`src/rtl/row_access_scheduler.sv`:
```
// Row front-end: per-lane round-robin bank assignment for writes, RAW-hazard and
// credit gated lookup issue, and a write freeze that keeps a stalled lookup from starving.
module row_access_scheduler #(
  parameter int NUM_MUL      = 4,
  parameter int NUM_WR       = 8,
  parameter int INDEX_WIDTH  = 12,
  parameter int KEY_WIDTH    = 32,
  parameter int HAZ_DEPTH    = 3,
  parameter int CREDITS      = 8,
  parameter int STARVE_LIMIT = 4
) (
  input  logic                           clk,
  input  logic                           reset,
  input  logic [NUM_WR-1:0]              wr_req_valid,
  input  logic [NUM_WR*INDEX_WIDTH-1:0]  wr_req_index,
  output logic [NUM_WR-1:0]              wr_req_ready,
  input  logic                           rd_req_valid,
  input  logic [INDEX_WIDTH-1:0]         rd_req_index,
  input  logic [KEY_WIDTH-1:0]           rd_req_key,
  input  logic [1:0]                     rd_req_opt,
  output logic                           rd_req_ready,
  input  logic                           rd_credit_return,
  output logic [NUM_WR*NUM_MUL-1:0]      arbiter_result,
  output logic [NUM_WR-1:0]              write_reg_0_valid,
  output logic [NUM_WR*INDEX_WIDTH-1:0]  write_reg_0_index,
  output logic [INDEX_WIDTH-1:0]         rd_index,
  output logic [KEY_WIDTH-1:0]           rd_key,
  output logic [1:0]                     rd_opt,
  output logic                           wr_freeze
);

  localparam int CW = $clog2(CREDITS + 1);
  localparam int SW = $clog2(STARVE_LIMIT + 1);
  localparam logic [NUM_WR*NUM_MUL-1:0] PTR_RESET = {NUM_WR{{(NUM_MUL-1){1'b0}}, 1'b1}};

  typedef enum logic {RUN = 1'b0, FROZEN = 1'b1} state_t;

  function automatic logic [NUM_MUL-1:0] rotate_left(input logic [NUM_MUL-1:0] p);
    return {p[NUM_MUL-2:0], p[NUM_MUL-1]};
  endfunction

  state_t                          state_r, state_nxt_s;
  logic                            wr_ready_s, hazard_s, rd_ready_s, rd_issue_s, stall_inc_s;
  logic [NUM_WR-1:0]               wr_accept_s;
  logic [CW-1:0]                   credits_r, credits_nxt_s;
  logic [SW-1:0]                   stall_r, stall_nxt_s;
  logic [NUM_WR*NUM_MUL-1:0]       ptr_r, arb_r;
  logic [NUM_WR-1:0]               wr_vld_r;
  logic [NUM_WR*INDEX_WIDTH-1:0]   wr_idx_r;
  logic [INDEX_WIDTH-1:0]          rd_index_r;
  logic [KEY_WIDTH-1:0]            rd_key_r;
  logic [1:0]                      rd_opt_r;
  logic [NUM_WR-1:0]               hist_vld_r [HAZ_DEPTH];
  logic [NUM_WR*INDEX_WIDTH-1:0]   hist_idx_r [HAZ_DEPTH];

  // Handshakes, hazard detection and issue decision.
  always_comb begin
    wr_accept_s = wr_req_valid & {NUM_WR{wr_ready_s}};
    hazard_s    = 1'b0;
    for (int d = 0; d < HAZ_DEPTH; d++) begin
      for (int i = 0; i < NUM_WR; i++) begin
        hazard_s = hazard_s | (hist_vld_r[d][i] &
                   (hist_idx_r[d][INDEX_WIDTH*i +: INDEX_WIDTH] == rd_req_index));
      end
    end
    for (int i = 0; i < NUM_WR; i++) begin
      hazard_s = hazard_s | (wr_accept_s[i] &
                 (wr_req_index[INDEX_WIDTH*i +: INDEX_WIDTH] == rd_req_index));
    end
    rd_ready_s  = reset & ~hazard_s & (credits_r != {CW{1'b0}});
    rd_issue_s  = rd_req_valid & rd_ready_s & (rd_req_opt != 2'b00);
    stall_inc_s = rd_req_valid & (rd_req_opt != 2'b00) & (credits_r != {CW{1'b0}}) & hazard_s;
  end

  // Credit and stall counter next values; credits saturate at CREDITS.
  always_comb begin
    credits_nxt_s = credits_r;
    stall_nxt_s   = stall_r;
    if (rd_issue_s && !rd_credit_return) begin
      credits_nxt_s = credits_r - CW'(1);
    end else if (!rd_issue_s && rd_credit_return && (credits_r != CW'(CREDITS))) begin
      credits_nxt_s = credits_r + CW'(1);
    end else begin
      credits_nxt_s = credits_r;
    end
    if (rd_issue_s || !rd_req_valid) begin
      stall_nxt_s = {SW{1'b0}};
    end else if (stall_inc_s && (stall_r != SW'(STARVE_LIMIT))) begin
      stall_nxt_s = stall_r + SW'(1);
    end else begin
      stall_nxt_s = stall_r;
    end
  end

  // Freeze FSM state register.
  always_ff @(posedge clk or negedge reset) begin
    if (!reset) state_r <= RUN;
    else        state_r <= state_nxt_s;
  end

  // Freeze FSM next state: freeze once the stall count saturates, release on issue.
  always_comb begin
    state_nxt_s = state_r;
    case (state_r)
      RUN: begin
        if ((stall_r == SW'(STARVE_LIMIT)) && !rd_issue_s) state_nxt_s = FROZEN;
        else                                                state_nxt_s = RUN;
      end
      FROZEN: begin
        if (rd_issue_s) state_nxt_s = RUN;
        else            state_nxt_s = FROZEN;
      end
      default: state_nxt_s = RUN;
    endcase
  end

  // Freeze FSM outputs.
  always_comb begin
    wr_ready_s = 1'b0;
    case (state_r)
      RUN:     wr_ready_s = reset;
      FROZEN:  wr_ready_s = 1'b0;
      default: wr_ready_s = 1'b0;
    endcase
  end

  // Credit and stall counters.
  always_ff @(posedge clk or negedge reset) begin
    if (!reset) begin
      credits_r <= CW'(CREDITS);
      stall_r   <= {SW{1'b0}};
    end else begin
      credits_r <= credits_nxt_s;
      stall_r   <= stall_nxt_s;
    end
  end

  // Write history of accepted indices, shifted every cycle.
  always_ff @(posedge clk or negedge reset) begin
    if (!reset) begin
      for (int d = 0; d < HAZ_DEPTH; d++) begin
        hist_vld_r[d] <= {NUM_WR{1'b0}};
        hist_idx_r[d] <= {(NUM_WR*INDEX_WIDTH){1'b0}};
      end
    end else begin
      hist_vld_r[0] <= wr_accept_s;
      hist_idx_r[0] <= wr_req_index;
      for (int d = 1; d < HAZ_DEPTH; d++) begin
        hist_vld_r[d] <= hist_vld_r[d-1];
        hist_idx_r[d] <= hist_idx_r[d-1];
      end
    end
  end

  // Bank pointers and the registered write bundle.
  always_ff @(posedge clk or negedge reset) begin
    if (!reset) begin
      ptr_r    <= PTR_RESET;
      arb_r    <= {(NUM_WR*NUM_MUL){1'b0}};
      wr_vld_r <= {NUM_WR{1'b0}};
      wr_idx_r <= {(NUM_WR*INDEX_WIDTH){1'b0}};
    end else begin
      wr_vld_r <= wr_accept_s;
      for (int i = 0; i < NUM_WR; i++) begin
        if (wr_accept_s[i]) begin
          arb_r[NUM_MUL*i +: NUM_MUL]             <= ptr_r[NUM_MUL*i +: NUM_MUL];
          ptr_r[NUM_MUL*i +: NUM_MUL]             <= rotate_left(ptr_r[NUM_MUL*i +: NUM_MUL]);
          wr_idx_r[INDEX_WIDTH*i +: INDEX_WIDTH] <= wr_req_index[INDEX_WIDTH*i +: INDEX_WIDTH];
        end else begin
          arb_r[NUM_MUL*i +: NUM_MUL]             <= {NUM_MUL{1'b0}};
          ptr_r[NUM_MUL*i +: NUM_MUL]             <= ptr_r[NUM_MUL*i +: NUM_MUL];
          wr_idx_r[INDEX_WIDTH*i +: INDEX_WIDTH] <= {INDEX_WIDTH{1'b0}};
        end
      end
    end
  end

  // Registered lookup issue bundle; all zero when nothing issues.
  always_ff @(posedge clk or negedge reset) begin
    if (!reset) begin
      rd_index_r <= {INDEX_WIDTH{1'b0}};
      rd_key_r   <= {KEY_WIDTH{1'b0}};
      rd_opt_r   <= 2'b00;
    end else if (rd_issue_s) begin
      rd_index_r <= rd_req_index;
      rd_key_r   <= rd_req_key;
      rd_opt_r   <= rd_req_opt;
    end else begin
      rd_index_r <= {INDEX_WIDTH{1'b0}};
      rd_key_r   <= {KEY_WIDTH{1'b0}};
      rd_opt_r   <= 2'b00;
    end
  end

  assign wr_req_ready      = {NUM_WR{wr_ready_s}};
  assign rd_req_ready      = rd_ready_s;
  assign arbiter_result    = arb_r;
  assign write_reg_0_valid = wr_vld_r;
  assign write_reg_0_index = wr_idx_r;
  assign rd_index          = rd_index_r;
  assign rd_key            = rd_key_r;
  assign rd_opt            = rd_opt_r;
  assign wr_freeze         = (state_r == FROZEN);

endmodule

```
`config.mk`:
```
export PLATFORM = sky130hd
export DESIGN_NAME = row_access_scheduler
export DESIGN_NICKNAME = d
export VERILOG_FILES = /design/src/rtl/row_access_scheduler.sv
export SDC_FILE = /design/constraint.sdc
export NUM_CORES = 1
export LEC_CHECK = 0
export ABC_AREA = 1
export CAP_MARGIN = 20
export CORE_MARGIN = 2
export CORE_UTILIZATION = 55
export DETAILED_ROUTE_END_ITERATION = 7
export PLACE_DENSITY = 0.79
export SLEW_MARGIN = 10
export SYNTH_ARGS = -nofsm -noshare
export SYNTH_HDL_FRONTEND = slang
export SYNTH_SLANG_ARGS = --single-unit
```
`constraint.sdc`:
```
create_clock -name clk -period 6.41 [get_ports clk]
set_clock_uncertainty 0.1 [all_clocks]
set_input_delay 0.641 -clock clk [delete_from_list [all_inputs] [get_ports clk]]
set_output_delay 0.641 -clock clk [all_outputs]
set_load 0.1 [all_outputs]
```
==> results.toml, run 1 <==
[pwr]
internal-power_mw = 5.753
power_density_nw_per_um2 = 301.6
combPwrFrac_pct = 18.0
ir_drop_uv = 341.1
power_frac_seq_pct = 44.9
p_sw_mw = 2.451
p_clk_share_pct = 37.1
leakage_nw = 13.99
switching_share_pct = 29.87

[clocking]
htreeDepth = 2
post_cts_buffers = 0
clock_latency_ps = 590
path_clk_slew_ps = 60
root_buffer = "clkbuf_16"
cts_buffers = 52
cts_tree = "done"
cts.sinks = 526
cts_buffer_depth = 3

[worst_hold_path]
hold_depth = 0
min_to = "hist_vld_r[0]"
hold_class = "register to register"
min_from = "hist_vld_r[8]"

[drt]
ant_nets = 0
drt_first_iter_violations = 1348
wl_per_cell_um = 18.01
first_pass_iters = 6
vias = 17370
route.detailed.drc = 0
via_per_inst = 5.119
wirelength_um = 61110

[sta]
setup_tns_ps = 0
period_share_pct = 74.15
fmax_ghz = 0.2104
hold_violations = 0
hold-worst-slack_ps = 272.4
worst_slack_ps = 1657
relSlewSlack_pct = 24.51
setup_viol = 0
period_minus_slack_ps = 4753
worst_slew_pin_slew_ps = 1132
slew_violations = 0
rsz0062_at_grt = "no"

[worst_setup_path]
r2r_end = "credits_r[3]"
end_kind = "output pin"
critPathKind = "primary input to output pin"
cp-startpoint = "rd_req_index[7]"
r2r_setup_slack_ps = 2550
cp.required_ps = 5670
cp_common_cell = "nand2_1"
cp-start-kind = "primary input"
crit_chain = "clkdlybuf4s50_1 -> buf_4 -> inv_2 -> nand2_1 -> o211ai_1 -> nor2_1 -> nand2_1 -> nand2_1 -> nor2_1 -> nand2_1 -> nor2_2 -> nand3_1 -> a31oi_1 -> buf_4"
max_stage_delay_ps = 790
reg2reg_from = "wr_freeze"
path_max_fanout = 43
crit_slowest_cell = "inv_2"
arrival_ps = 4010
worst-r2r-cell-count = 23

[logic_synthesis]
ys.flop_type = "dfrtp_1"
synth_async_sr_flop_share_pct = 100.0
syn_area_um2 = 21950
ys.warnings.count = 0
synthesis.nets = 2669
synth.distinct_cells = 32
syn_inst = 2510
synth_seq_cells = 526
syn_avg_cell_area_um2 = 8.743
synth-edff-count = 0
seq_area_frac_synth_pct = 60.03

[placed_design]
place_area_um2 = 25440
routabilityCongestion = 0.9415
dp_hpwl_um = 39320
portBuffers = 345
dpl_worst_slack_ps = 1525

[floorplanning]
core-area_um2 = 39550
rows = 73
die_x_um = 203.8
start_util_pct = 55.49
io_pins = 346
die_h_um = 203.8
dieArea_um2 = 41520

[finish]
fin_area_um2 = 27200
layout.cells.most_common = "nand2_1"
final_nets = 2989
area_growth_pct = 23.96
drive_gt1_share_pct = 6.311
final_core_util_pct = 68.78
final_cell_mix = "nand2_1 (818), dfrtp_1 (517), nor2_1 (366), inv_1 (355), clkdlybuf4s50_1 (335)"

[job]
cap_violations = 0

[global_route]
grt.overflow.total = 0
grt_pass1_vias = 18040
grt_pass1_wl_um = 95480
grt_max_degree = 184
track_usage_pct = 30.08
antenna_found_initial = 1

[status]
status = "completed"
[what timing repair did]
| action | 4_1_cts | 5_1_grt |
|---|---|---|
| endpoints found under the hold margin | 53 | 0 |
| hold buffers | 1 | 0 |
| gates resized for setup | 0 | 0 |
[cells in the mapped netlist (10+ instances only)]
cell | n | area [um2]
inv_1 | 355 | 1333
o21ai_0 | 48 | 240.2
dfrtp_1 | 517 | 12940
nor2_1 | 366 | 1374
buf_2 | 29 | 145.1
xnor2_1 | 50 | 437.9
a21boi_0 | 10 | 75.07
o21bai_1 | 32 | 240.2
nand3_1 | 38 | 190.2
nor2_2 | 43 | 269.0
xor2_1 | 17 | 148.9
o211ai_1 | 19 | 142.6
nand2_1 | 818 | 3070
buf_4 | 37 | 277.8
buf_6 | 23 | 259.0
o21ai_1 | 40 | 200.2
[metrics by stage]
step / instances / power [mW]
2_1_floorplan: 2510 / 4.719
3_3_place_gp: 3298 / 5.159
3_5_place_dp: 3298 / 5.201
5_1_grt: 3393 / 8.538
4_1_cts: 3391 / 8.231
6_report: 3394 / 8.204
[worst max-delay path, delay by kind of cell]
family,cells,cell delay (ps)
buffers and inverters,4,1780
AO/OA/AOI/OAI,2,410
AND/OR/NAND/NOR,8,1160
[final cells by class]
class,instances,area [um2]
diodes,1,2.502
flip-flops and latches,526,13170
repair buffers,364,3613
fillers,2951,12350
clock inverters,16,188.9
multi-input cells,1519,6675
clock buffers,76,1503
well taps,525,656.9
inverters,367,1390
[registers in the layout, indices dropped and copies added (netlist names)]
signal / flops
hist_vld_r: 16
ptr_r: 32
rd_opt: 2
wr_freeze: 1
stall_r: 3
write_reg_0_index: 96
rd_key: 32
write_reg_0_valid: 8
arbiter_result: 32
rd_index: 12
hist_idx_r: 288
credits_r: 4
[metal layers]
layer	track usage (%)	routed length, um	vias up
li1	-	-	8057
met1	38.74	23780	8301
met2	47.89	28690	822
met3	7.910	5923	192
met4	14.03	2698	2
met5	0	15	-
[worst max path at each step]
stage	endpoint	slack, ps	depth (start not counted)
detailed placement	credits_r[3]	1520	26
finish	rd_req_ready	1660	14
CTS	rd_req_ready	1680	14
global placement	credits_r[3]	1710	24
floorplan	rd_req_ready	2190	12
global route	rd_req_ready	1410	16
[cell families (layout without fill, tap and decap cells)]
family,after synthesis,in the layout,share of synthesized area (%)
AO/OA/AOI/OAI,157,157,4.293
adder cells (fa/ha/maj),5,5,0.3193
XOR/XNOR,67,67,2.674
buffers and inverters,465,823,9.595
AND/OR/NAND/NOR,1290,1290,23.09
other,0,1,0
flip-flops,526,526,60.03
[power groups by stage]
| stage | Sequential (mW) | Clock [mW] | Combinational [mW] |
|---|---|---|---|
| floorplan | 4.15 | 0 | 0.572 |
| global placement | 3.73 | 0 | 1.43 |
| detailed placement | 3.74 | 0 | 1.46 |
| CTS | 3.68 | 3.08 | 1.47 |
| global route | 3.71 | 3.24 | 1.59 |
| finish | 3.68 | 3.04 | 1.48 |
Note: power is estimated with default switching activity, not from simulation.
==> run 2, diff against run 1 <==
CORE_UTILIZATION = 49   (was 55)
PLACE_DENSITY = 0.75   (was 0.79)
clock period = 4.3 ns   (was 6.41 ns; I/O delays follow)
==> run 2 against run 1 <==
Compared with the run above:
- die area is 12% higher
- sequential cell count stayed put
- combinational power increased by 51%
- non-clock buffer count is 15 higher
- cell count up 2.5%
- register-to-register slack got worse by 2100 ps
- via count barely moved
- critical endpoint unchanged
- largest cell class unchanged
==> results.toml, run 2 (synthesis results as in run 1) <==
[drt]
ant_nets = 0
wl_per_cell_um = 18.05
drt_first_iter_violations = 1374
route.met3.wl_um = 5463
via_per_inst = 4.996
vias = 17390
wirelength_met1_um = 25770
top_layer = "met5"
wirelength_um = 62810
route.detailed.drc = 0
first_pass_iters = 5
met2_length_um = 28820

[sta]
period_minus_slack_ps = 4188
fmax_ghz = 0.2388
setup_tns_ps = 0
relSlewSlack_pct = 28.40
hold-worst-slack_ps = 92.34
period_share_pct = 97.39
setup_viol = 0
hold_violations = 0
worst_slew_pin_slew_ps = 1071
slew_violations = 0
worst_slack_ps = 112.0
rsz0062_at_grt = "no"

[worst_setup_path]
critical-path-top-delay-family = "simple AND/OR/NAND/NOR gates"
reg2reg_from = "wr_freeze"
max_stage_delay_ps = 560
cp.required_ps = 3770
critPathKind = "primary input to output pin"
path_max_fanout = 9
crit_slowest_cell = "dlygate4sd3_1"
cp-startpoint = "reset"
arrival_ps = 3660
end_kind = "output pin"
crit_chain = "dlygate4sd3_1 -> buf_8 -> nand2_2 -> nor2_1 -> nand3_1 -> nor2_1 -> nand2_1 -> nand2_1 -> nor2_1 -> nand2_1 -> nor2_2 -> nand3_1 -> a31oi_1 -> buf_12"
cp_num_buf_inv = 3
cp-start-kind = "primary input"

[finish]
num-fill-cells = 3642
fin_area_um2 = 27660
largest_reg_flops = 288
drive_gt1_share_pct = 7.341
final_nets = 3005
final_cell_mix = "nand2_1 (818), dfrtp_1 (517), nor2_1 (366), inv_1 (355), clkdlybuf4s50_1 (327)"
regMostFlops = "hist_idx_r"
area_growth_pct = 26.05
antenna_cells = 0
layout.cells.most_common = "nand2_1"

[worst_hold_path]
hold_class = "primary input to async pin"

[floorplanning]
dieArea_um2 = 46500
core-area_um2 = 44220
io_pins = 346
die_h_um = 215.6
rows = 77
start_util_pct = 49.63
die_x_um = 215.6

[placed_design]
place_area_um2 = 25820
dpl_worst_slack_ps = 251.5
routabilityCongestion = 0.9230
dp_hpwl_um = 41590
portBuffers = 345

[clocking]
cts.sinks = 526
cts_resized = 0
root_buffer = "clkbuf_16"
holdBufCountCts = 1
cts_buffer_depth = 3
path_clk_slew_ps = 70
post_cts_buffers = 0
cts_buffers = 53
cts_tree = "done"
htreeDepth = 2
clock_latency_ps = 610

[job]
cap_violations = 0

[pwr]
ir_drop_uv = 246.0
leakage_nw = 14.20
finalPower_mw = 12.51
power_density_nw_per_um2 = 452.1

[global_route]
antenna_found_initial = 1
track_usage_pct = 27.34
grt.overflow.total = 0
grt_pass1_vias = 17860
grt_pass1_wl_um = 98130
grt_max_degree = 173

[status]
status = "completed"
## run 2: cell count changes in the layout (fill, tap and decap cells not counted), moves of 2 or more
cell / delta
buf_12: +15
buf_4: +9
clkdlybuf4s50_1: -8
clkbuf_8: +6
clkbuf_1: -3
clkbuf_16: +2
## run 2: final timing paths
| path | slack (ps) | endpoint | depth (start not counted) |
|---|---|---|---|
| max in group asynchronous | 1420 | write_reg_0_index[8] | 5 |
| hold reg to reg | 270 | hist_idx_r[117] | 0 |
| setup / recovery | 110 | rd_req_ready | 14 |
| min in group clk | 210 | hist_idx_r[229] | 1 |
| setup reg to reg | 460 | credits_r[3] | 23 |
| hold / removal | 90 | hist_idx_r[52] | 2 |
## run 2: stage by stage
| stage | util [%] | std cells |
|---|---|---|
| floorplan | - | 2510 |
| global placement | 58.38 | 3381 |
| detailed placement | 58.38 | 3381 |
| CTS | 62.50 | 3479 |
| global route | 62.56 | 3480 |
| finish | 62.56 | 3480 |
## run 2: where the power goes
part	switching (mW)	internal, mW
Sequential	0.177	5.32
Combinational	1.60	0.635
Clock	1.95	2.83
## run 2: area by class of cell
type	instances	area [um2]	area share, %
Clock buffer	81	1624	5.871
Clock inverter	16	186.4	0.6739
Inverter	367	1390	5.025
Multi-Input combinational cell	1519	6675	24.13
Sequential cell	526	13170	47.62
Tap cell	592	740.7	2.678
Timing Repair Buffer	379	3874	14.00
## run 2: layer usage
| layer | vias up | global-route usage, % |
|---|---|---|
| met5 | - | 0 |
| met4 | 2 | 12.62 |
| met3 | 180 | 5.440 |
| met2 | 750 | 43.33 |
| met1 | 8376 | 36.52 |
| li1 | 8077 | - |
==> run 3, diff against run 2 <==
CELL_PAD_IN_SITES_DETAIL_PLACEMENT = 1   (was not set)
CELL_PAD_IN_SITES_GLOBAL_PLACEMENT = 2   (was not set)
CORE_UTILIZATION = 29   (was 49)
PLACE_DENSITY = 0.73   (was 0.75)
SKIP_LAST_GASP = 1   (was not set)
==> run 3 against run 2 <==
Compared with the run above:
- sequential cell count is the same
- critical path type unchanged
- highest routed layer is now met4
- cell count rose by 11%
- sequential share of layout area decreased by 1.2 points
- first-iteration DRC count down 43%
- count of clock-buffer cells in the layout is 4 higher
==> results.toml, run 3 (synthesis results as in run 1) <==
[status]
status = "completed"

[placed_design]
routabilityCongestion = 0.8038
dpl_worst_slack_ps = 401.3
portBuffers = 345
dp_hpwl_um = 53860
place_area_um2 = 26370

[drt]
wl_per_cell_um = 20.22
drt_first_iter_violations = 790
vias = 17230
wirelength_um = 78450
ant_nets = 0
first_pass_iters = 5
route.detailed.drc = 0
via_per_inst = 4.441

[worst_setup_path]
reg2reg_from = "wr_freeze"
arrival_ps = 3440
path_max_fanout = 6
cp-start-kind = "primary input"
r2r_setup_slack_ps = 770
end_kind = "output pin"
max_stage_delay_ps = 570
critPathKind = "primary input to output pin"
crit_chain = "dlygate4sd3_1 -> buf_8 -> nand2_2 -> buf_4 -> nor2_1 -> nand3_1 -> nor2_1 -> nand2_1 -> nand2_1 -> nor2_1 -> nand2_1 -> nor2_2 -> nand3_1 -> a31oi_1 -> buf_12"
worst-r2r-cell-count = 24
cp_num_buf_inv = 4
cp.required_ps = 3770
crit_slowest_cell = "dlygate4sd3_1"
r2r_end = "credits_r[3]"
critical-path-top-delay-family = "simple AND/OR/NAND/NOR gates"

[clocking]
cts_buffer_depth = 3
clock_latency_ps = 630
cts.sinks = 526
path_clk_slew_ps = 60
post_cts_buffers = 0
cts_buffers = 60
cts_tree = "done"
htreeDepth = 2
root_buffer = "clkbuf_16"

[sta]
fmax_ghz = 0.2516
hold_violations = 0
rsz0062_at_grt = "no"
relSlewSlack_pct = 26.55
worst_slack_ps = 325.5
worst_slew_pin_slew_ps = 1098
slew_violations = 0
period_share_pct = 92.43
setup_viol = 0
period_minus_slack_ps = 3974
setup_tns_ps = 0

[worst_hold_path]
min_from = "wr_req_index[76]"
hold_depth = 1
hold_class = "primary input to register"
min_to = "hist_idx_r[268]"

[pwr]
combPwrFrac_pct = 17.6
p_sw_mw = 4.019
internal-power_mw = 9.019
power_density_nw_per_um2 = 459.2
switching_share_pct = 30.82
leakage_nw = 14.34
power_frac_seq_pct = 42.2
p_clk_share_pct = 40.2
ir_drop_uv = 340.2

[finish]
largest_reg_flops = 288
layout.cells.most_common = "nand2_1"
num-fill-cells = 8630
final_cell_mix = "nand2_1 (818), dfrtp_1 (517), nor2_1 (366), inv_1 (355), clkdlybuf4s50_1 (323)"
area_growth_pct = 29.37
fin_area_um2 = 28390
regMostFlops = "hist_idx_r"
antenna_cells = 0
drive_gt1_share_pct = 8.179
final_nets = 3018

[floorplanning]
die_x_um = 279.1
io_pins = 346
dieArea_um2 = 77890
core-area_um2 = 74700
rows = 100
die_h_um = 279.1
start_util_pct = 29.38

[global_route]
grt_pass1_wl_um = 118400
antenna_found_initial = 1
track_usage_pct = 20.23
grt_busiest_layer = "met2"
grt.overflow.total = 0
grt_pass1_vias = 18980
met3_usage_pct = 3.205
grt_use_met1_pct = 26.69
grt_max_degree = 174
use_met2_pct = 34.15

[job]
cap_violations = 0
run 3: cell count changes in the layout (fill, tap and decap cells not counted), sizes merged:
cell / delta
buf: +10
clkbuf: +4
inv: +2
clkdlybuf4s50: -4
clkinv: +9
clkinvlp: +1
run 3: what timing repair did:
| item | CTS | global route |
|---|---|---|
| gates resized for setup | 0 | 0 |
| setup endpoints to repair | 0 | 0 |
| hold buffers | 1 | 0 |
| endpoints found under the hold margin | 132 | 0 |
run 3: layer usage:
metal  up-vias  part of all wire (%)
li1       8103                     -
met1      8660                    45
met2       334                    49
met3       128                   3.8
met4         0                   2.9
met5         -                     0
run 3: per-stage QoR:
| step | total power, mW | hold WS, ps | utilization, % | cells |
|---|---|---|---|---|
| 6_report | 13.04 | 202.2 | 38.01 | 3879 |
| 5_1_grt | 13.61 | 171.3 | 38.01 | 3879 |
| 4_1_cts | 13.23 | 152.7 | 38.01 | 3879 |
| 3_5_place_dp | 7.914 | 265.2 | 35.30 | 3765 |
| 2_1_floorplan | 7.035 | 34.41 | - | 2510 |
| 3_3_place_gp | 7.859 | 261.0 | 35.30 | 3765 |
run 3: area by class of cell:
| class | instances | area (um2) | share of cell area (%) |
|---|---|---|---|
| tap | 969 | 1212 | 4.270 |
| clock buffer | 85 | 1747 | 6.152 |
| timing repair buffer | 385 | 3929 | 13.84 |
| clock inverter | 28 | 264.0 | 0.9299 |
| multi-input combinational | 1519 | 6675 | 23.51 |
| inverter | 367 | 1390 | 4.896 |
| sequential | 526 | 13170 | 46.40 |
run 3: worst max-delay path by stage:
stage,startpoint,end,slack (ps),cells after the start
6_report,reset,rd_req_ready,330,15
5_1_grt,reset,rd_req_ready,230,15
4_1_cts,reset,rd_req_ready,280,15
3_5_place_dp,rd_req_index[5],credits_r[3],400,25
3_3_place_gp,wr_req_valid[2],credits_r[3],490,23
2_1_floorplan,wr_freeze,rd_req_ready,290,12
run 3: power groups by stage:
stage	Clock, mW	Sequential [mW]	Combinational, mW
2_1_floorplan	0	6.18	0.853
3_3_place_gp	0	5.58	2.28
3_5_place_dp	0	5.59	2.32
4_1_cts	5.38	5.51	2.33
5_1_grt	5.58	5.54	2.49
6_report	5.24	5.50	2.30
